### config.mk
export PLATFORM = sky130hd
export DESIGN_NAME = morse_key_fsm
export DESIGN_NICKNAME = d
export VERILOG_FILES = /design/src/rtl/morse_key_fsm.sv
export SDC_FILE = /design/constraint.sdc
export NUM_CORES = 1
export LEC_CHECK = 0
export ABC_CLOCK_PERIOD_IN_PS = 2680
export CAP_MARGIN = 20
export CORE_UTILIZATION = 45
export CTS_BUF_LIST = sky130_fd_sc_hd__clkbuf_8
export DETAILED_ROUTE_END_ITERATION = 7
export HOLD_SLACK_MARGIN = 0.1
export PLACE_DENSITY = 0.63
export SYNTH_ARGS = -nofsm -noshare
export SYNTH_HDL_FRONTEND = slang
export SYNTH_SLANG_ARGS = --single-unit
### constraint.sdc
create_clock -name clk -period 2.68 [get_ports clk]
set_input_delay 0.536 -clock clk [delete_from_list [all_inputs] [get_ports clk]]
set_output_delay 0.536 -clock clk [all_outputs]
set_load 0.02 [all_outputs]
### src/rtl/morse_key_fsm.sv
// Morse key front end: synchronizes the key, times each press as a dot or dash,
// packs up to four symbols per letter and commits the letter after a release gap.
module morse_key_fsm #(
  parameter int MIN_TICKS  = 2,
  parameter int DASH_TICKS = 8,
  parameter int GAP_TICKS  = 16,
  parameter int CNT_W      = 16
) (
  input  logic       clk,
  input  logic       rst_n,
  input  logic       key,
  output logic [3:0] fsm_in,
  output logic [2:0] bits,
  output logic       letter_valid,
  output logic       err
);

  typedef enum logic [1:0] {
    IDLE  = 2'd0,
    PRESS = 2'd1,
    GAP   = 2'd2
  } state_t;

  localparam logic [CNT_W-1:0] CNT_ONE  = CNT_W'(1);
  localparam logic [CNT_W-1:0] MIN_CNT  = CNT_W'(MIN_TICKS);
  localparam logic [CNT_W-1:0] DASH_CNT = CNT_W'(DASH_TICKS);
  localparam logic [CNT_W-1:0] GAP_LAST = CNT_W'(GAP_TICKS - 1);

  logic             key_meta_reg;
  logic             key_s_reg;
  state_t           state_reg, state_next;
  logic [CNT_W-1:0] press_cnt_reg, press_cnt_next;
  logic [CNT_W-1:0] gap_cnt_reg, gap_cnt_next;
  logic [3:0]       fsm_in_reg, fsm_in_next;
  logic [2:0]       bits_reg, bits_next;
  logic             err_reg, err_next;
  logic             letter_valid_reg, letter_valid_next;
  logic             new_letter_reg, new_letter_next;
  logic             sym;

  always_ff @(posedge clk or negedge rst_n) begin
    if (!rst_n) begin
      key_meta_reg     <= 1'b0;
      key_s_reg        <= 1'b0;
      state_reg        <= IDLE;
      press_cnt_reg    <= '0;
      gap_cnt_reg      <= '0;
      fsm_in_reg       <= 4'd0;
      bits_reg         <= 3'd0;
      err_reg          <= 1'b0;
      letter_valid_reg <= 1'b0;
      new_letter_reg   <= 1'b1;
    end else begin
      key_meta_reg     <= key;
      key_s_reg        <= key_meta_reg;
      state_reg        <= state_next;
      press_cnt_reg    <= press_cnt_next;
      gap_cnt_reg      <= gap_cnt_next;
      fsm_in_reg       <= fsm_in_next;
      bits_reg         <= bits_next;
      err_reg          <= err_next;
      letter_valid_reg <= letter_valid_next;
      new_letter_reg   <= new_letter_next;
    end
  end

  always_comb begin
    state_next        = state_reg;
    press_cnt_next    = press_cnt_reg;
    gap_cnt_next      = gap_cnt_reg;
    fsm_in_next       = fsm_in_reg;
    bits_next         = bits_reg;
    err_next          = err_reg;
    letter_valid_next = 1'b0;
    new_letter_next   = new_letter_reg;
    sym               = 1'b0;

    case (state_reg)
      IDLE: begin
        if (key_s_reg) begin
          state_next     = PRESS;
          press_cnt_next = CNT_ONE;
        end
      end

      PRESS: begin
        if (key_s_reg) begin
          if (press_cnt_reg < DASH_CNT)
            press_cnt_next = press_cnt_reg + CNT_ONE;
        end else begin
          gap_cnt_next = '0;
          if (press_cnt_reg < MIN_CNT) begin
            // Glitch: a committed letter stays on display untouched.
            state_next = new_letter_reg ? IDLE : GAP;
          end else begin
            state_next = GAP;
            sym        = (press_cnt_reg >= DASH_CNT);
            if (new_letter_reg) begin
              fsm_in_next     = {3'b000, sym};
              bits_next       = 3'd1;
              err_next        = 1'b0;
              new_letter_next = 1'b0;
            end else if (err_reg) begin
              fsm_in_next = 4'd0;
              bits_next   = 3'd0;
            end else if (bits_reg < 3'd4) begin
              fsm_in_next[bits_reg[1:0]] = sym;
              bits_next                  = bits_reg + 3'd1;
            end else begin
              // Fifth symbol: blank the display so the decoder never sees bits > 4.
              err_next    = 1'b1;
              fsm_in_next = 4'd0;
              bits_next   = 3'd0;
            end
          end
        end
      end

      GAP: begin
        if (key_s_reg) begin
          state_next     = PRESS;
          press_cnt_next = CNT_ONE;
        end else begin
          gap_cnt_next = gap_cnt_reg + CNT_ONE;
          if (gap_cnt_next == GAP_LAST) begin
            state_next        = IDLE;
            gap_cnt_next      = '0;
            letter_valid_next = !err_reg && (bits_reg != 3'd0);
            new_letter_next   = 1'b1;
          end
        end
      end

      default: begin
        state_next = IDLE;
      end
    endcase
  end

  assign fsm_in       = fsm_in_reg;
  assign bits         = bits_reg;
  assign err          = err_reg;
  assign letter_valid = letter_valid_reg;

endmodule
---- Word-level counts from Yosys, hierarchy flattened ----
Index checks and enable logic that the tools add are counted.
storage, ports and cells
  output and inout bits ................... 9
  flip-flop bits (word level) ............. 46
  input bits .............................. 3
operators by class
  reduce and logical (&&, ||, !) cells .... 13
  $add $sub $neg .......................... 3
  magnitude comparators ................... 6
  mux-type cells .......................... 35
  bitwise gates (word level) .............. 2
  equal/unequal tests ..................... 12
operators with widths
  cell                                                                                   count
  16-bit two-way mux                                                                     6
  16-bit case mux with 2 select lines                                                    2
  16-bit by 1-bit adder with 16-bit output (second input constant)                       2
  16-bit by 4-bit == test with 1-bit output (second input constant)                      1
  16-bit by 4-bit greater-or-equal comparator with 1-bit output (second input constant)  1
  16-bit by 2-bit less-than comparator with 1-bit output (second input constant)         1
  16-bit by 4-bit less-than comparator with 1-bit output (second input constant)         1
  2-bit inequality test (second input constant)                                          7
  2-bit two-way mux                                                                      6
  4-bit two-way mux                                                                      3
  1-bit two-way mux                                                                      11
  3-bit two-way mux                                                                      3
  3-bit AND reduction                                                                    3
  2-bit case mux with 3 select lines                                                     1
  5-bit AND reduction                                                                    1
  4-bit bitwise mux                                                                      1
  4-bit AND reduction                                                                    1
  2-bit nonzero test                                                                     2
  3-bit by 1-bit adder with 3-bit output (second input constant)                         1
  2-bit by 3-bit less-than comparator with 1-bit output (second input constant)          1
  3-bit less-than comparator (second input constant)                                     1
  3-bit inequality test (second input constant)                                          1
  3-bit nonzero test                                                                     1
  1-bit demux with 2-bit select                                                          1
  10 further kinds                                                                       12

---- Depth between registers and ports, before layout ----
Gate-level depths: netlist (run 1).
  depth in word-level cells ............... 8
  mapped depth ............................ 8
  gate-level depth less buffers ........... 8

---- Worst setup path after synthesis (run 1) ----
OpenSTA, ideal clock, no wires.
  path type ............................... register to register
  from .................................... register gap_cnt_reg[0]
  to ...................................... register gap_cnt_reg[3]
  clock period less this slack ............ 2.052 ns
  path slack .............................. 0.628 ns
  setup time .............................. 0.124 ns
  stages on the path, launching flop included .. 9
  arrival time ............................ 1.928 ns
  cell sequence ........................... dfrtp_1 > ha_1 > nand3_2 > xnor2_1 > nor4b_1 > nand4_2 > o21ai_2 > nor2_1 > a211o_1
on the way
  word-level cells in the longest chain between the ends .. 5
ends and longest elaborated chain
  what                                        line  source
  start: declaration                          33    logic [CNT_W-1:0] gap_cnt_reg, gap_cnt_next;
  start signal: assignment                    58    gap_cnt_reg <= gap_cnt_next;
  16-bit by 1-bit adder with 16-bit output *  124   gap_cnt_next = gap_cnt_reg + CNT_ONE;
  16-bit by 4-bit == test with 1-bit output   125   if (gap_cnt_next == GAP_LAST) begin
  16-bit two-way mux *                        125
  16-bit two-way mux *                        120   if (key_s_reg) begin
  16-bit case mux with 2 select lines *       78    case (state_reg)
Every way passes the cells marked *; elsewhere a longest branch is shown, timed or not. The select of a mux whose other input is x is not followed.
A chain may end at the register's enable or synchronous reset.

---- Worst setup path in the final report (run 1) ----
Ends and elaborated chain as after synthesis.

==> results of run 1 <==
-- synthesized netlist by cell type, types with 2 or more instances --
master and count:
xnor2_1 3, dfrtp_1 45, o21ai_0 28, o31ai_1 3, nand4_2 2, a21oi_1 11, nor3b_1 2, a211o_1 2
nor3_1 8, nand3_2 2, a22o_1 3, nor4_2 2, buf_4 3, nor2_1 25, nor2b_1 8, ha_1 7
nand4_1 6, inv_1 9, clkbuf_1 7, nand3_1 16, nor4_1 6, and4_1 2, or3_1 3, a31oi_1 8
nand2_1 24
-- how the worst min path moves through the flow --
stage	from	end	slack, ps	cells after the start
2_1_floorplan	rst_n	bits[0]	240	0
3_3_place_gp	key_meta_reg	key_s_reg	340	0
3_5_place_dp	key_meta_reg	key_s_reg	340	0
4_1_cts	rst_n	press_cnt_reg[11]	210	2
5_1_grt	rst_n	press_cnt_reg[12]	220	2
6_report	rst_n	press_cnt_reg[12]	200	2
-- cell type report --
class                   instances  area share
inverters                       9      0.0124
flip-flops and latches         46       0.424
clock inverters                 3     0.00966
multi-input cells             196       0.447
clock buffers                   5      0.0253
well taps                      70      0.0322
repair buffers                 15      0.0497
-- power groups by stage --
stage	Clock [mW]	Combinational (mW)	Sequential (mW)
3_3_place_gp	0	0.476	0.903
5_1_grt	0.489	0.541	0.913
2_1_floorplan	0	0.271	0.927
3_5_place_dp	0	0.481	0.906
4_1_cts	0.471	0.482	0.893
6_report	0.457	0.476	0.891
-- per-stage QoR --
| step | worst slack, ps | power (mW) | instance area (µm²) | hold WS, ps |
|---|---|---|---|---|
| 2_1_floorplan | 628 | 1.20 | 2450 | 240 |
| 3_3_place_gp | 455 | 1.38 | 2620 | 338 |
| 3_5_place_dp | 401 | 1.39 | 2620 | 341 |
| 4_1_cts | 368 | 1.85 | 2720 | 207 |
| 5_1_grt | 166 | 1.94 | 2720 | 223 |
| 6_report | 371 | 1.82 | 2720 | 199 |
-- kinds of logic after synthesis --
kind of cell	count (synthesis)	share of synthesized area
simple gates	117	0.264
buf+inv	20	0.0357
fa+ha+maj	7	0.0357
compound gates	68	0.181
flops	46	0.469
xor+xnor	4	0.0143
-- worst max-delay path, cell delays in order (launching register included) --
cell	delay (ps)
dfrtp_1	460
ha_1	270
nand3_2	190
xnor2_1	180
nor4b_1	320
nand4_2	170
o21ai_2	280
nor2_1	80
a211o_1	260
-- per-layer routing --
layer | vias up | wire length, µm
li1 | 981 | -
met1 | 905 | 2400
met2 | 22 | 2250
met3 | 2 | 131
met4 | 0 | 25
met5 | - | 0
-- placed cells by master, fill, tap and decap left out, types with 4 or more instances in the layout --
cell type,Yosys,final
a21oi_1,11,11
o21ai_0,28,28
buf_4,3,4
clkdlybuf4s50_1,0,10
inv_1,9,9
dfrtp_1,45,45
nor3_1,8,8
clkbuf_8,0,5
nand3_1,16,16
nor2b_1,8,8
a31oi_1,8,8
nor4_1,6,6
nand4_1,6,6
nor2_1,25,25
nand2_1,24,24
ha_1,7,7
==> key figures, run 1 <==
Floorplan
  – Die Wd: about 76 µm
  – Die Area: 5750 µm²
  – Rows: 26
  – Top Ports: 12
  – Chip Height: around 76 µm
  – Core Region: slightly above 5000 µm²
  – Initial core utilization: 0.475

Routing
  – Final antenna-violating net count: 0
  – Drt first pass iters: 4
  – Vias per cell: ~5.6
  – Routed WL: roughly 4800 µm
  – DRC errors left: 0
  – DR iter-0 viols: between 100 and 150
  – Wire per inst: 14.0 µm
  – DR vias: 1910

Timing
  – Clk_skew: between 10 and 15 ps
  – Final Setup Violations: 0
  – Slew @ Worst Pin: around 1000 ps
  – Fmax: 433 MHz
  – Tcrit/Tclk final: 0.861
  – RSZ-0062 raised after global routing: false
  – Post-route minimum period: about 2300 ps
  – Hold Fails Final Rpt: 0
  – Relative slew slack: 0.317
  – Fin. max-slew vios: 0
  – Setup TNS: 0 ps

Final layout
  – Area growth from synthesis to layout: 10.8%
  – Diode count: 0
  – Sequential cell area: ~1200 µm²
  – Multi-input gate area: 1210 µm²
  – Post-Layout Cell Count: between 300 and 400
  – Fraction of layout instances using a drive strength above 1: 0.106
  – Layout net count: between 200 and 300
  – Fill cells: between 400 and 500
  – Final design utilization: 0.526

Global route
  – Largest net degree at the start of global routing: 26
  – First-pass GRT wire length: between 7000 and 8000 µm
  – GR Overflow Total: 0
  – Met2 Usage GRT: 0.296
  – GRT met3 Usage: 0.0370
  – GRT Util Overall: 0.183
  – Initial antenna violation count: 0
  – Routing usage on met1: 0.252
  – Busiest layer in global routing: met2
  – Vias in the first global route: 1688

Logic synthesis
  – Cell Area, Synth: roughly 2500 µm²
  – Post-Syn Nets: between 200 and 300
  – Ys async rst share: 1.00
  – Avg Cell Area, Syn: 9.37 µm²
  – Top post-synthesis cells by area: dfrtp_1, o21ai_0, nor2_1
  – Count of cell types in the netlist: between 50 and 60
  – Post-synth EDFFs: 0
  – Yosys reg bits: 46
  – Top_reg_cell synth: dfrtp_1
  – Yosys warns: 0
  – Sequential element share of the synthesized area: 0.469
  – Post-synth top area cell: dfrtp_1
  – Top cell type's share of synthesized area: 0.459
  – Post-Synthesis Cells: around 260

Setup path
  – Register-to-Register Path Depth: 8
  – Crit path to: gap_cnt_reg[3]
  – Critical register-to-register path endpoint: gap_cnt_reg[3]
  – Crit path kind: reg -> reg
  – Arr. time, crit path: between 2000 and 3000 ps
  – R2R setup slack: about 370 ps
  – FF-to-FF Start: gap_cnt_reg[0]
  – WP data required: between 2000 and 3000 ps
  – Startpoint types: flip-flop
  – CP Launch Point: gap_cnt_reg[0]
  – Critical Path Sink Type: flip-flop
  – Worst Path Max Fanout: 8

Pwr
  – Clock power frac: 0.251
  – Logic pwr share: 0.261
  – Switching power: around 660 µW
  – Power Dens Cells: roughly 670 nW/µm²
  – Sequential Power Share: 0.488
  – Switching share of power: 0.361
  – Pleak: between 1 and 1.5 nW
  – Internal power: between 1 and 1.5 mW
  – Worst ir drop on vdd: 0.276 mV

Placement
  – Port Buf Inserts: 11
  – Hpwl dp: approximately 3300 µm
  – Placed cells: approximately 340
  – GPL Wtd Cong: around 0.76

Clocking
  – TritonCTS Buffers: 5
  – Postcts setup bufs: 0
  – Clock Tree Buf Depth: 2
  – H-tree levels: 2
  – CTS resizes: 0
  – CTS root buf: clkbuf_8
  – Clock Sinks: 46
  – TritonCTS clock tree: yes
  – CTS clk-pin slew, worst paths: around 100 ps
  – Hold Buf Count CTS: 0
  – Clk_lat worst skew: 300 ps

Job
  – Max-Cap Viols: 0

Status
  – Status: finished clean

Worst hold path
  – Worst hold path class: in -> async
(Power assumes the default switching activity.)
==> run 2: changes to the inputs <==
--- a/config.mk
+++ b/config.mk
@@ -10,6 +10,7 @@
 export CORE_UTILIZATION = 45
 export CTS_BUF_LIST = sky130_fd_sc_hd__clkbuf_8
 export DETAILED_ROUTE_END_ITERATION = 7
+export GPL_TIMING_DRIVEN = 0
 export HOLD_SLACK_MARGIN = 0.1
 export PLACE_DENSITY = 0.63
 export SYNTH_ARGS = -nofsm -noshare
==> key figures, run 2 (synthesis gave the netlist of run 1 again) <==
Global route
  – GRT Util Overall: 0.189
  – Vias in the first global route: roughly 1700
  – GR Overflow Total: 0
  – First-pass GRT wire length: between 8000 and 9000 µm
  – Initial antenna violation count: 0
  – Largest net degree at the start of global routing: 27

Clocking
  – H-tree levels: 2
  – Clk_lat worst skew: approximately 300 ps
  – Clock Tree Buf Depth: 2
  – CTS clk-pin slew, worst paths: roughly 90 ps
  – TritonCTS Buffers: 5
  – Hold Buf Count CTS: 0
  – Postcts setup bufs: 0
  – Clock Sinks: 46
  – CTS resizes: 0
  – CTS root buf: clkbuf_8
  – TritonCTS clock tree: yes

Timing
  – Final Setup Violations: 0
  – Fin. max-slew vios: 0
  – Setup TNS: 0 ps
  – Slew @ Worst Pin: between 500 and 600 ps
  – Post-route minimum period: 2420 ps
  – Tcrit/Tclk final: 0.902
  – Clk_skew: between 7 and 8 ps
  – Hold Fails Final Rpt: 0
  – Relative slew slack: 0.617
  – Setup ws final: about 260 ps
  – RSZ-0062 raised after global routing: false
  – Hold WS: approximately 190 ps
  – Fmax: roughly 410 MHz

Final layout
  – Fill cells: around 490
  – Layout net count: 291
  – Multi-input gate area: ~1200 µm²
  – Most common cell after layout, fill and taps aside: dfrtp_1
  – Diode count: 0
  – Area growth from synthesis to layout: 13.4%
  – Sequential cell area: approximately 1200 µm²
  – Fraction of layout instances using a drive strength above 1: 0.106
  – Most frequent cells in the layout: dfrtp_1, o21ai_0, nor2_1

Setup path
  – Crit path cell chain: ha_1 -> nand3_2 -> xnor2_1 -> nor4b_2 -> nand4_2 -> o21ai_2 -> nor2_1 -> a211o_1
  – Delay-heaviest family, CP: simple AND/OR/NAND/NOR gates
  – Worst Path Max Fanout: 8
  – Critical register-to-register path endpoint: gap_cnt_reg[3]
  – WP buf/inv: 0
  – WP data required: 2870 ps
  – Crit path kind: reg -> reg
  – R2R setup slack: between 200 and 300 ps
  – FF-to-FF Start: gap_cnt_reg[0]
  – Arr. time, crit path: approximately 2600 ps
  – CP max stage cell: dfrtp_1
  – Startpoint types: flip-flop
  – Slowest Stage Delay on Critical Path: between 400 and 500 ps
  – Register-to-Register Path Depth: 8
  – Critical Path Sink Type: flip-flop

Job
  – Max-Cap Viols: 0

Pwr
  – Clock power frac: 0.272
  – Switching share of power: 0.342
  – Worst ir drop on vdd: 0.333 mV
  – Total power: roughly 1.9 mW
  – Sequential Power Share: 0.470
  – Pleak: around 1.2 nW
  – Switching power: around 650 µW
  – Logic pwr share: 0.258
  – Power Dens Cells: 680 nW/µm²
  – Internal power: 1.25 mW

Routing
  – Wire per inst: 14.3 µm
  – DR iter-0 viols: 82
  – Final antenna-violating net count: 0
  – Vias per cell: ~5.6
  – Drt first pass iters: 5
  – Routed WL: approximately 5000 µm
  – DRC errors left: 0
  – DR vias: just under 2000

Status
  – Status: finished clean

Worst hold path
  – Worst hold path class: in -> async

Placement
  – GPL Wtd Cong: just over 0.8
  – Worst slack at placement: 125 ps
  – Port Buf Inserts: 11
  – Hpwl dp: about 3600 µm

Floorplan
  – Die Wd: between 70 and 80 µm
  – Initial core utilization: 0.475
  – Chip Height: approximately 76 µm
  – Top Ports: 12
  – Die Area: roughly 5800 µm²
  – Core Region: around 5200 µm²
  – Rows: 26
-- run 2: changes by cell type in the layout (fill, tap and decap cells not counted), sizes merged --
cell	before	now
buf	5	6
bufinv	0	1
clkbuf	5	12
clkinvlp	0	1
inv	12	10
-- run 2: final cells by class --
class	count	area share
Inverter	9	0.0121
Timing Repair Buffer	12	0.0449
Clock inverter	3	0.0148
Clock buffer	5	0.0247
Buffer	11	0.0193
Multi-Input combinational cell	196	0.439
Tap cell	70	0.0315
Sequential cell	46	0.414
-- run 2: worst max-delay path by stage --
stage	from	to	slack, ps	cells past startpoint
6_report	gap_cnt_reg[0]	gap_cnt_reg[3]	260	8
5_1_grt	gap_cnt_reg[0]	gap_cnt_reg[3]	90	8
3_5_place_dp	gap_cnt_reg[0]	gap_cnt_reg[3]	130	8
4_1_cts	gap_cnt_reg[0]	gap_cnt_reg[3]	100	8
2_1_floorplan	gap_cnt_reg[0]	gap_cnt_reg[3]	630	8
3_3_place_gp	rst_n	gap_cnt_reg[12]	-240	1
-- run 2: metal layers --
| metal | track usage | part of all wire |
|---|---|---|
| met5 | 0 | 0 |
| met3 | 0.0357 | 0.027 |
| met1 | 0.250 | 0.49 |
| met2 | 0.311 | 0.47 |
| met4 | 0.0617 | 0.014 |
-- run 2: power groups by stage --
stage,registers (mW),clock network (mW),logic (mW)
after floorplan,0.927,0,0.271
after global placement,0.901,0,0.481
after detailed placement,0.902,0,0.488
after global routing,0.910,0.555,0.556
final,0.890,0.516,0.489
after CTS,0.889,0.536,0.489
-- run 2: per-stage QoR --
| step | area, µm² | util | std cells |
|---|---|---|---|
| after floorplan | 2450 | - | 262 |
| after detailed placement | 2670 | 0.516 | 344 |
| final | 2780 | 0.538 | 352 |
| after global placement | 2650 | 0.513 | 343 |
| after global routing | 2780 | 0.538 | 352 |
| after CTS | 2780 | 0.537 | 352 |
-- run 2: worst register-to-register path, cell delays in order, from the launching register on --
cell	delay [ps]
dfrtp_1	460
ha_1	280
nand3_2	200
xnor2_1	190
nor4b_2	310
nand4_2	180
o21ai_2	320
nor2_1	90
a211o_1	270
